**config.mk**
```make
export PLATFORM = sky130hd
export DESIGN_NAME = hazard_match
export DESIGN_NICKNAME = d
export VERILOG_FILES = /design/src/rtl/hazard_match.sv
export SDC_FILE = /design/constraint.sdc
export NUM_CORES = 1
export LEC_CHECK = 0
export ABC_AREA = 1
export CAP_MARGIN = 30
export CORE_MARGIN = 1
export CORE_UTILIZATION = 30
export CTS_CLUSTER_DIAMETER = 200
export DETAILED_ROUTE_END_ITERATION = 10
export PLACE_DENSITY_LB_ADDON = 0.05
export RECOVER_POWER = 100
export SLEW_MARGIN = 0
export SYNTH_ARGS = -nofsm -noshare
export SYNTH_HDL_FRONTEND = slang
export SYNTH_SLANG_ARGS = --single-unit
```
**constraint.sdc**
```tcl
create_clock -name clk -period 2.8 [get_ports clk]
set_clock_uncertainty 0.1 [all_clocks]
set_input_delay 0.28 -clock clk [delete_from_list [all_inputs] [get_ports clk]]
set_output_delay 0.28 -clock clk [all_outputs]
set_load 0.03 [all_outputs]
```
**src/rtl/hazard_match.sv**
```systemverilog
// Register-index tracking pipeline feeding the hazard unit.
// Produces stage-to-stage match flags and the pending PC-write flag.
module hazard_match #(
    parameter int REG_AW            = 4,
    parameter int PC_REG            = 15,
    parameter int SUPPRESS_PC_MATCH = 1
) (
    input  logic              clk,
    input  logic              reset,
    input  logic [REG_AW-1:0] RA1D,
    input  logic [REG_AW-1:0] RA2D,
    input  logic [REG_AW-1:0] RA3D,
    input  logic [REG_AW-1:0] WA3D,
    input  logic              ValidD,
    input  logic              PCSrcD,
    input  logic              CondExE,
    input  logic              FlushE,
    output logic              Match_1E_M,
    output logic              Match_1E_W,
    output logic              Match_2E_M,
    output logic              Match_2E_W,
    output logic              Match_3E_M,
    output logic              Match_3E_W,
    output logic              Match_12D_E,
    output logic              PCWrPendingF
);

    localparam logic [REG_AW-1:0] pc_idx = REG_AW'(PC_REG);
    localparam logic              sup_pc = (SUPPRESS_PC_MATCH != 0);

    logic [REG_AW-1:0] ra1e, ra2e, ra3e, wa3e;
    logic              ve, pce;
    logic [REG_AW-1:0] wa3m;
    logic              vm, pcm;
    logic [REG_AW-1:0] wa3w;
    logic              vw;

    // Reading the PC never forwards, so a PC source index never matches.
    function automatic logic match(
        input logic [REG_AW-1:0] a,
        input logic [REG_AW-1:0] b,
        input logic              v
    );
        logic hit;
        hit = v & (a == b);
        if (sup_pc) begin
            hit = hit & (a != pc_idx);
        end
        return hit;
    endfunction

    // Execute entry: flush inserts a bubble with zeroed indices.
    always_ff @(posedge clk) begin
        if (reset || FlushE) begin
            ra1e <= '0;
            ra2e <= '0;
            ra3e <= '0;
            wa3e <= '0;
            ve   <= 1'b0;
            pce  <= 1'b0;
        end else begin
            ra1e <= RA1D;
            ra2e <= RA2D;
            ra3e <= RA3D;
            wa3e <= WA3D;
            ve   <= ValidD;
            pce  <= ValidD & PCSrcD;
        end
    end

    // Memory entry: a failed condition drops the PC-write tag here.
    always_ff @(posedge clk) begin
        if (reset) begin
            wa3m <= '0;
            vm   <= 1'b0;
            pcm  <= 1'b0;
        end else begin
            wa3m <= wa3e;
            vm   <= ve;
            pcm  <= pce & CondExE & ve;
        end
    end

    // Writeback entry: destination index and valid only.
    always_ff @(posedge clk) begin
        if (reset) begin
            wa3w <= '0;
            vw   <= 1'b0;
        end else begin
            wa3w <= wa3m;
            vw   <= vm;
        end
    end

    // Match and pending flags, all forced low while reset is held.
    always_comb begin
        logic en;
        logic vem;
        logic vew;
        en           = ~reset;
        vem          = vm & ve;
        vew          = vw & ve;
        Match_1E_M   = en & match(ra1e, wa3m, vem);
        Match_1E_W   = en & match(ra1e, wa3w, vew);
        Match_2E_M   = en & match(ra2e, wa3m, vem);
        Match_2E_W   = en & match(ra2e, wa3w, vew);
        Match_3E_M   = en & match(ra3e, wa3m, vem);
        Match_3E_W   = en & match(ra3e, wa3w, vew);
        Match_12D_E  = en & ValidD
                     & (match(RA1D, wa3e, ve) | match(RA2D, wa3e, ve));
        PCWrPendingF = en & ((ValidD & PCSrcD) | pce | pcm);
    end

endmodule

```
==> metrics.md <==
| Metric | Value |
|---|---|
| Status | finished, violations left |
| Violated checks | DRC |
| Setup CP Type | in -> out |
| Initial antenna violation count | 0 |
| Register-to-Register Path Depth | 2 |
| Relative max-transition margin | roughly 63% |
| Via/cell ratio | 4.21 |
| Cell Count, Final, Fillers Out | 291 |
| CP max stage cell | dlygate4sd3_1 |
| DP HPWL | 2.36 mm |
| Site Rows | 24 |
| Post-synth EDFFs | 0 |
| Area Growth Syn to Fin | 28.9% |
| Drc violations | 1 |
| Die height | 71.2 um |
| Worst hold start | pce$_SDFF_PP0_ |
| Initial DRC count | 56 |
| Area occupied by registers | 581 um2 |
| # diodes | 0 |
| Drt pass-1 iters | 9 |
| Share of cells above drive strength 1 | 7.11% |
| Most common cell in the netlist | nand2_1 |
| Primary FF master, synth | dfxtp_1 |
| Mapped Area | 0.00144 mm2 |
| Setup slack, reg-to-reg | 2.03 ns |
| Worst Max-Slew Pin Slew | 0.561 ns |
| Cell Pwr Density | 491 mW/mm2 |
| Top cell type's share of synthesized area | about two fifths |
| CTS clk-pin slew, worst paths | about 0.060 ns |
| Post-Route Setup TNS | 0 ns |
| Max-Cap Viols | 0 |
| Worst-Skew Late Latency | 0.27 ns |
| Seq cells post-synth | 29 |
| Worst-path maximum fanout | 3 |
| Filler instances | approximately 460 |
| CTS hold repair buffers | 0 |
| Io pins | 30 |
| CTS tree | done |
| Worst r2r src | ve$_SDFF_PP0_ |
| End of the worst hold path | pcm$_SDFF_PP0_ |
| Placed cells | 283 |
| Nets@finish | 260 |
| Top area cells in the synthesized netlist | dfxtp_1 (40%), nand2_1 (15%), inv_1 (9.9%) |
| GP Congestion | 0.824 |
| Peak VDD IR | 238 uV |
| Period minus WS final | between 2 and 3 ns |
| WP data arrival | 2.13 ns |
| DIE AREA | 0.00506 mm2 |
| Final cycle utilization of the critical path | between 80 and 90% |
| Antenna-violating nets left | 0 |
| All-Layer GR Usage | approximately an eighth |
| Wire per inst | 9.92 um |
| Hold Fails Final Rpt | 0 |
| Cell breakdown of the critical path | dlygate4sd3_1 -> inv_1 -> nand2_1 -> inv_1 -> nand2_1 -> nor2_1 -> nand4_1 -> nor2_1 -> dlygate4sd3_1 |
| Yosys warns | 0 |
| Max incr delay on CP | 0.73 ns |
| Width of the die | ~71 um |
| Via count | 1224 |
| RR Endpoint | pcm$_SDFF_PP0_ |
| Critical Path End Type | primary output |
| Fmax | 398 MHz |
| Post-synth top cells | nand2_1 (59), inv_1 (38), nor2_1 (32) |
| H-tree Lvls | 2 |
| Share of flip-flops with an asynchronous set or reset | 0% |
| Grt ovf | 0 |
| Fin. max-slew vios | 0 |
| WP buf/inv | 4 |
| Vias in the first global route | roughly 1.1k |
| Number of cells upsized or downsized after cts | 0 |
| Num Clock Sinks | 29 |
| Hold path cells | 2 |
| Area occupied by multi-input gates | 662 um2 |
| Gate Count Post-Synth | 203 |
| RSZ-0062 raised after global routing | false |
| Initial cell density of the core | around a third |
| Root buffer cell | clkbuf_8 |
| Max Buffers Root-to-Sink | 2 |
| Pin count of the biggest net entering global routing | 15 |
| Post-synthesis sequential area ratio | 40.5% |
| Number of setup buffers added after CTS | 0 |
| CTS Buf Count | 5 |
| Leakage power | approximately 0.78 nW |
| First-pass GRT wire length | 5.05 mm |
| Drt total wl | 2.89 mm |
| Critical path's top delay family | buffers and inverters |
| Tightest Hold Check Type | reg -> reg |
| Startpoint types | input port |
| Synth area leader | dfxtp_1 |
| Critical path data required time | 2.42 ns |
| Synthesized area per cell | 7.07 um2 |
| Final setup vio count | 0 |
| Core Region | 0.00447 mm2 |
| IO buf count | 29 |
| Syn Nets | 225 |
| Synth unique cells | 14 |
-- worst register-to-register path, stage by stage (launching register included) --
cell	delay (ns)
dfxtp_1	0.38
nand2_1	0.13
nor2_1	0.10
-- sequential cells by signal, indices dropped and copies added (netlist names) --
name  count
pce       1
ra1e      4
wa3w      4
vw        1
ra2e      4
wa3e      4
ra3e      4
vm        1
wa3m      4
ve        1
pcm       1
-- cell families (layout without fill, tap and decap cells) --
kind of cell              Yosys count  in the layout  synth area share, %
buffers and inverters              41             77                 12.4
AOI/OAI and AO/OA                   3              3                 1.31
xor gates and xnor gates           11             11                 6.71
DFF                                29             29                 40.5
and+or+nand+nor                   119            119                 39.1
-- worst max path at each step --
stage / startpoint / end / slack, ns / cells after the start
floorplan: wa3e[0]$_SDFF_PP0_ / Match_12D_E / 1.25 / 6
global placement: reset / Match_1E_M / 0.41 / 7
detailed placement: reset / Match_1E_M / 0.41 / 7
CTS: reset / Match_1E_M / 0.41 / 7
global route: reset / Match_1E_W / 0.15 / 9
finish: reset / Match_1E_W / 0.29 / 9
-- power breakdown --
group | leakage, nW | internal (mW) | switching (mW)
Sequential | 0.237 | 0.426 | 0.0145
Combinational | 0.491 | 0.0526 | 0.0491
Clock | 0.0542 | 0.221 | 0.145
-- metrics by stage --
| stage | hold slack, ns | cell area (um2) | utilization, % | total power [mW] | setup slack, ns |
|---|---|---|---|---|---|
| finish | 0.335 | 1850 | 41.4 | 0.909 | 0.289 |
| global route | 0.374 | 1850 | 41.4 | 0.961 | 0.155 |
| CTS | 0.339 | 1870 | 41.8 | 0.928 | 0.408 |
| detailed placement | 0.330 | 1770 | 39.6 | 0.557 | 0.409 |
| global placement | 0.324 | 1770 | 39.6 | 0.558 | 0.410 |
| floorplan | 0.252 | 1440 | - | 0.511 | 1.25 |
-- final cells by class --
class,count,area share (%)
Sequential cell,29,31.4
Clock buffer,7,5.21
Clock inverter,1,0.270
Multi-Input combinational cell,133,35.8
Timing Repair Buffer,31,16.2
Tap cell,52,3.52
Inverter,38,7.71
-- layer usage --
layer | part of all wire [%] | wire (um) | vias to the layer above | GRT usage (%)
li1 | - | - | 674 | -
met1 | 49 | 1410 | 514 | 17.2
met2 | 44 | 1260 | 31 | 20.0
met3 | 5.2 | 151 | 5 | 3.99
met4 | 2.4 | 68 | 0 | 6.67
met5 | 0 | 0 | - | 0
-- cell usage in the layout, fill, tap and decap left out --
cell,n
nand2_1,59
clkbuf_8,7
a21oi_1,2
dlygate4sd3_1,5
clkbuf_2,1
clkbuf_1,1
nand3_1,4
inv_1,38
or2_0,1
nand4_1,13
o2111ai_1,1
nor2_4,8
nor2_1,34
clkinv_2,1
xnor2_1,11
dfxtp_1,29
clkdlybuf4s50_1,24
Power figures use the tool's default switching activity.
